$ cat src/rtl/des_round_sequencer.sv
// Control FSM for an iterative DES engine: sequences load, rounds with key-rotation schedule, final capture and output handshake.
// Optional DES_RND_ACK_EN: each round is held until the datapath acknowledges it (multi-cycle rounds).
module des_round_sequencer #(
  parameter int ROUNDS = 16,
  parameter int IDX_W  = 4
) (
  input  logic             clk,
  input  logic             rst_n,
  input  logic             in_valid,
  input  logic             in_decrypt,
  output logic             in_ready,
  output logic             dp_load,
  output logic             dp_round_en,
  output logic [IDX_W-1:0] dp_round_idx,
  output logic [1:0]       dp_shift_amt,
  output logic             dp_shift_dir,
  output logic             dp_final_en,
  input  logic             dp_rnd_ack,
  output logic             out_valid,
  input  logic             out_ready,
  output logic             busy
);

  typedef enum logic [2:0] {IDLE, LOAD, ROUND, FINAL, DONE} state_t;

  state_t           state, state_nxt;
  logic [IDX_W-1:0] idx, idx_nxt;
  logic             dec, dec_nxt;
  logic             advance;

  // Decrypt starts one rotation short: the LOAD-time PC-1 state already equals K16's C/D.
  function automatic logic [1:0] shift_amt_f(input logic [IDX_W-1:0] i, input logic d);
    int unsigned n;
    n = 32'(i);
    if (n == 0)                        return d ? 2'd0 : 2'd1;
    if (n == 1 || n == 8 || n == 15)   return 2'd1;
    return 2'd2;
  endfunction

`ifdef DES_RND_ACK_EN
  assign advance = dp_rnd_ack;
`else
  logic unused_ack;
  assign unused_ack = dp_rnd_ack;
  assign advance    = 1'b1;
`endif

  always_ff @(posedge clk or negedge rst_n) begin
    if (!rst_n) begin
      state <= IDLE;
      idx   <= '0;
      dec   <= 1'b0;
    end else begin
      state <= state_nxt;
      idx   <= idx_nxt;
      dec   <= dec_nxt;
    end
  end

  always_comb begin
    state_nxt = state;
    idx_nxt   = idx;
    dec_nxt   = dec;
    case (state)
      IDLE: begin
        if (in_valid) begin
          dec_nxt   = in_decrypt;
          state_nxt = LOAD;
        end
      end
      LOAD: begin
        idx_nxt   = '0;
        state_nxt = ROUND;
      end
      ROUND: begin
        if (advance) begin
          if (idx == IDX_W'(ROUNDS - 1)) begin
            idx_nxt   = '0;
            state_nxt = FINAL;
          end else begin
            idx_nxt = idx + IDX_W'(1);
          end
        end
      end
      FINAL:   state_nxt = DONE;
      DONE:    if (out_ready) state_nxt = IDLE;
      default: state_nxt = IDLE;
    endcase
  end

  always_comb begin
    in_ready     = 1'b0;
    busy         = 1'b1;
    dp_load      = 1'b0;
    dp_round_en  = 1'b0;
    dp_final_en  = 1'b0;
    out_valid    = 1'b0;
    dp_shift_amt = 2'd0;
    case (state)
      IDLE: begin
        in_ready = 1'b1;
        busy     = 1'b0;
      end
      LOAD:  dp_load = 1'b1;
      ROUND: begin
        dp_round_en  = 1'b1;
        dp_shift_amt = shift_amt_f(idx, dec);
      end
      FINAL:   dp_final_en = 1'b1;
      DONE:    out_valid   = 1'b1;
      default: ;
    endcase
  end

  assign dp_round_idx = idx;
  assign dp_shift_dir = dec;

endmodule

$ cat config.mk
export PLATFORM = sky130hd
export DESIGN_NAME = des_round_sequencer
export DESIGN_NICKNAME = d
export VERILOG_FILES = /design/src/rtl/des_round_sequencer.sv
export SDC_FILE = /design/constraint.sdc
export NUM_CORES = 1
export LEC_CHECK = 0
export ABC_AREA = 1
export CAP_MARGIN = 20
export CORE_AREA = 2 2 39 41
export DETAILED_ROUTE_END_ITERATION = 12
export DIE_AREA = 0 0 41 43
export PLACE_DENSITY = 0.75
export SLEW_MARGIN = 10
export SYNTH_ARGS = -nofsm -noshare
export SYNTH_HDL_FRONTEND = slang
export SYNTH_SLANG_ARGS = --single-unit
$ cat constraint.sdc
create_clock -name clk -period 1.9 [get_ports clk]
set_input_delay 0.475 -clock clk [delete_from_list [all_inputs] [get_ports clk]]
set_output_delay 0.475 -clock clk [all_outputs]
set_load 0.005 [all_outputs]
Word-level counts from Yosys, hierarchy flattened
Index checks and enable logic that the tools add are counted.
{"block": "totals", "ff_bits": 8, "inputBits": 6, "out_inout_bits": 13, "word_cells": 44}
{"block": "classes", "addsub": 1, "eq_ne": 10, "n_mux": 23, "reduce_logical": 7}
{"cell": "$pmux 3 s5", "count": 1}
{"cell": "$mux 1", "count": 12}
{"cell": "$mux 2", "count": 5}
{"cell": "$mux 3", "count": 3}
{"cell": "$eq 4x4->1 const B", "count": 2}
{"cell": "$pmux 4 s2", "count": 1}
{"cell": "$eq 3x2->1 const B", "count": 2}
{"cell": "$ne 2x2->1 const B", "count": 3}
{"cell": "$add 4x1->4 const B", "count": 1}
{"cell": "$eq 4x1->1 const B", "count": 1}
{"cell": "$logic_not 4->1", "count": 1}
{"cell": "$mux 4", "count": 1}
{"cell": "$eq 3x1->1 const B", "count": 1}
{"cell": "$eq 3x3->1 const B", "count": 1}
{"cell": "$logic_not 3->1", "count": 1}
{"cell": "$reduce_and 3->1", "count": 1}
{"cell": "$logic_or 1x1->1", "count": 2}
{"cell": "$reduce_and 2->1", "count": 1}
{"cell": "$reduce_bool 2->1", "count": 1}

Longest topological paths before layout
{"block": "logic_depth", "ltp_word": 9, "ltp_mapped": 6, "ltp_nobuf": 6}

Least setup slack after synthesis
OpenSTA, ideal clock, no wires.
{"block": "synth_path", "kind": "reg-to-output", "start": "reg idx[0] (netlist: dp_round_idx[0])", "end": "out dp_shift_amt[0]", "arrival_time_ns": 0.987, "slack_ns": 0.438, "path_stages_with_launch": 6, "n_path_buf": 0, "path_cell_list": "dfrtp_1 -> ha_1 -> nand3_1 -> nand3_1 -> nand2_1 -> nor2_1"}
{"block": "synth_between", "elab_chain_len": 9, "word_cells_on_any_way": 15, "classes_between": "eq/ne: 3; mux: 9; reduce/logical: 3"}
{"item": "from (decl)", "line": "27", "text": "logic [IDX_W-1:0] idx, idx_nxt;"}
{"item": "from (signal assigned)", "line": "55", "text": "idx <= idx_nxt;"}
{"item": "$eq 4x1->1 or $eq 4x4->1 (tied branches)", "line": "36", "text": "if (n == 1 || n == 8 || n == 15) return 2'd1;"}
{"item": "$logic_or 1x1->1 (2 in a row)", "line": "36"}
{"item": "$mux 1 (2 in a row)", "line": "36"}
{"item": "$mux 1", "line": "99", "text": "case (state)"}
{"item": "$mux 2", "line": "37", "text": "return 2'd2;"}
{"item": "$mux 2 (*)", "line": "36"}
{"item": "$mux 2 (*)", "line": "99"}
{"item": "to (decl)", "line": "15", "text": "output logic [1:0] dp_shift_amt,"}
Mark *: on every way between the ends. The rest lies on a longest branch, timed or not. The select of a mux whose other input is x is not followed.

Worst setup path in the final report
{"block": "layout_path", "start": "reg state[2]", "end": "out dp_final_en"}
{"block": "layout_between", "elab_chain_len": 2}
{"item": "from (decl)", "line": "26", "text": "state_t state, state_nxt;"}
{"item": "from (signal assigned)", "line": "54", "text": "state <= state_nxt;"}
{"item": "$eq 3x2->1", "line": "99"}
{"item": "$mux 1", "line": "99"}
{"item": "to (decl)", "line": "17", "text": "output logic dp_final_en,"}
No other way between the ends.

==> impl_results.md <==
- Crit share post-route: 0.980
- Fin. Hold Viols: 0
- Clock Sinks: 8
- CTS tree: yes
- Die Span X: 41 µm
- Area grow syn2layout: 67.5%
- Post-layout minimum cycle time: 1.86 ns
- Pre-CTS setup slack: -0.0599 ns
- Final Skew: 0.00272 ns
- Mapped Area: 497 µm²
- CP endpoint kind: output port
- Clk Latency, worst-skew pair: 0.25 ns
- Antenna diodes: 0
- IO Port Bufs: 17
- Power Density: 1660 nW/µm²
- Drt pass-1 iters: 4
- Compound-Gate Fraction of Synth Area: 0.0655
- Worst-margin pin slew: 0.382 ns
- Finished Layout Cells: 116
- IO Count: 19
- CTS buffer count: 3
- Hold Path Class: input port to async pin
- Placed Area: 747 µm²
- Largest net degree at the start of global routing: 9
- Area contributors post-synth: dfrtp_1 40%, nand3_1 13%, inv_1 9.1%
- FF-to-FF setup slack: 0.61 ns
- Mux share of post-synthesis cell area: 0
- Post-synth EDFFs: 0
- Top FF cell, synth: dfrtp_1
- Post-synthesis xor/xnor area fraction: 0
- Final setup viols: 0
- Type of the worst setup path: flip-flop to output port
- Starting Density: 0.359
- Worst Path Max Fanout: 3
- Clock Tree Root: clkbuf_4
- ANT nets after route: 0
- Remaining global-route overflow: 0
- NumNets Final: 111
- Worst Setup Slack, final: 0.0373 ns
- Worst Path Arrival: 1.39 ns
- Post-route core utilization: 0.601
- Clk slew on worst S/H paths: 0.06 ns
- Pleak: 0.437 nW
- Core Rows: 14
- Most common cell after layout, fill and taps aside: buf_4
- Initial DRC count: 23
- DRC Markers: 0
- Cells after Synth: 65
- Yosys warnings: 0
- Fmax: 537 MHz
- Register bit count reported by yosys: 8
- Simple-gate portion of the synthesized area: 0.350
- Yosys top cell by area: dfrtp_1
- DIE HEIGHT: 43 µm
- Core area: 1380 µm²
- Routed via count: 598
- Slew HR: 0.744
- Critical Path Source Type: flip-flop
- First-pass GRT wire length: 2190 µm
- Wire per inst: 13.0 µm
- Mapped Nets: 74
- Synth Area in Adders: 0.0756
- Commonest cells after routing, fill and taps aside: 15 x buf_4, 12 x nand3_1, 11 x clkdlybuf4s50_1
- Largest family of logic cells by synthesized area: simple AND/OR/NAND/NOR gates
- Vias per inst: 5.16
- Max IR drop VDD: 0.000759 V
- Hold buffer count at cts: 0
- Post-synthesis sequential area ratio: 0.403
- Slew Limit Fails: 0
- Layout cell share with drive strength beyond 1: 0.370
- Status: complete, no violations
- Fill cells: 112
- Req. time, crit path: 1.42 ns
- Final Cell Area: 832 µm²
- Avg Inst Size Synth: 7.64 µm²
- # placed instances: 106
- Die ar.: 1760 µm²
- Post-layout power: 0.00138 W
- Cell variety after synth: 16
- Vias in the first global route: 546
- Async SR Flop Fraction: 1.00
- Max Cap Viol: 0
- H-Tree Depth: 1
- DP HPWL: 967 µm
- RSZ-0062 raised after global routing: yes
- Yosys top cell area share: 0.403
- Initial antenna violation count: 0
- Gr usage total: 0.186
- Total wire length: 1510 µm
- GPL Wtd Cong: 0.780
- Clock Path Buffers: 2
[final timing paths]
| kind | from | endpoint | depth (start not counted) |
|---|---|---|---|
| setup / recovery | state[2]$_DFFE_PN0P_ | dp_final_en | 4 |
| hold / removal | rst_n | dp_round_idx[2]$_DFFE_PN0P_ | 1 |
| setup reg to reg | dp_round_idx[0]$_DFFE_PN0P_ | dp_round_idx[2]$_DFFE_PN0P_ | 5 |
| hold reg to reg | dp_shift_dir$_DFFE_PN0P_ | dp_shift_dir$_DFFE_PN0P_ | 2 |
| max in group asynchronous | rst_n | state[0]$_DFFE_PN0P_ | 1 |
| min in group clk | dp_shift_dir$_DFFE_PN0P_ | dp_shift_dir$_DFFE_PN0P_ | 2 |
[where the power goes]
part / total, W / switching [W] / internal [W]
combinational: 0.000908 / 0.000441 / 0.000468
sequential: 0.000345 / 0.0000991 / 0.000246
clock: 0.000130 / 0.0000575 / 0.0000723
total: 0.00138 / 0.000597 / 0.000786
[worst max-delay path: stages, from the launching register on]
cell	delay [ns]
dfrtp_1	0.41
inv_2	0.10
nand3_2	0.07
inv_1	0.06
clkdlybuf4s50_1	0.49
[stage by stage]
stage | TNS [ns] | hold WS [ns]
2_1_floorplan | 0 | 0.179
3_3_place_gp | 0 | 0.541
4_1_cts | -0.0531 | 0.517
3_5_place_dp | -0.0781 | 0.549
5_1_grt | -0.0755 | 0.542
6_report | 0 | 0.511
[flip-flops by register name, indices dropped and copies added, names as in the netlist]
name / flops
dp_shift_dir: 1
dp_round_idx: 4
state: 3
[cell type report]
class / count / area (µm²) / area share
repair buffers: 32 / 268 / 0.322
multi-input cells: 43 / 267 / 0.320
flip-flops and latches: 8 / 203 / 0.244
inverters: 14 / 52.6 / 0.0632
clock buffers: 3 / 22.5 / 0.0271
well taps: 16 / 20.0 / 0.0241
[Yosys cell counts (2+ instances only)]
cell type	count
inv_2	2
ha_1	3
nand2_1	8
dfrtp_1	8
nor2_1	6
nor3_1	2
inv_1	12
nand3_1	13
o21ai_2	2
o21ai_1	2
nand2_2	2
[per-layer routing]
metal | vias up | part of all wire | global-route usage | wire length, µm
met3 | 6 | 0.063 | 0.0262 | 95
met5 | - | 0 | 0 | 0
met2 | 36 | 0.53 | 0.316 | 805
met1 | 276 | 0.37 | 0.192 | 554
met4 | 0 | 0.033 | 0.133 | 50
li1 | 280 | - | - | -
[timing repair]
item | in CTS | in global routing
pin swaps | 2 | 0
gates cloned | 0 | 0
setup endpoints to repair | 8 | 6
resized for setup | 12 | 7
setup buffers | 4 | 3
[kinds of logic after synthesis]
family                     after synthesis
and+or+nand+nor                         35
buffers and inverters                   14
DFF                                      8
AOI/OAI and AO/OA                        5
adders and majority gates                3
Power figures use the tool's default switching activity.
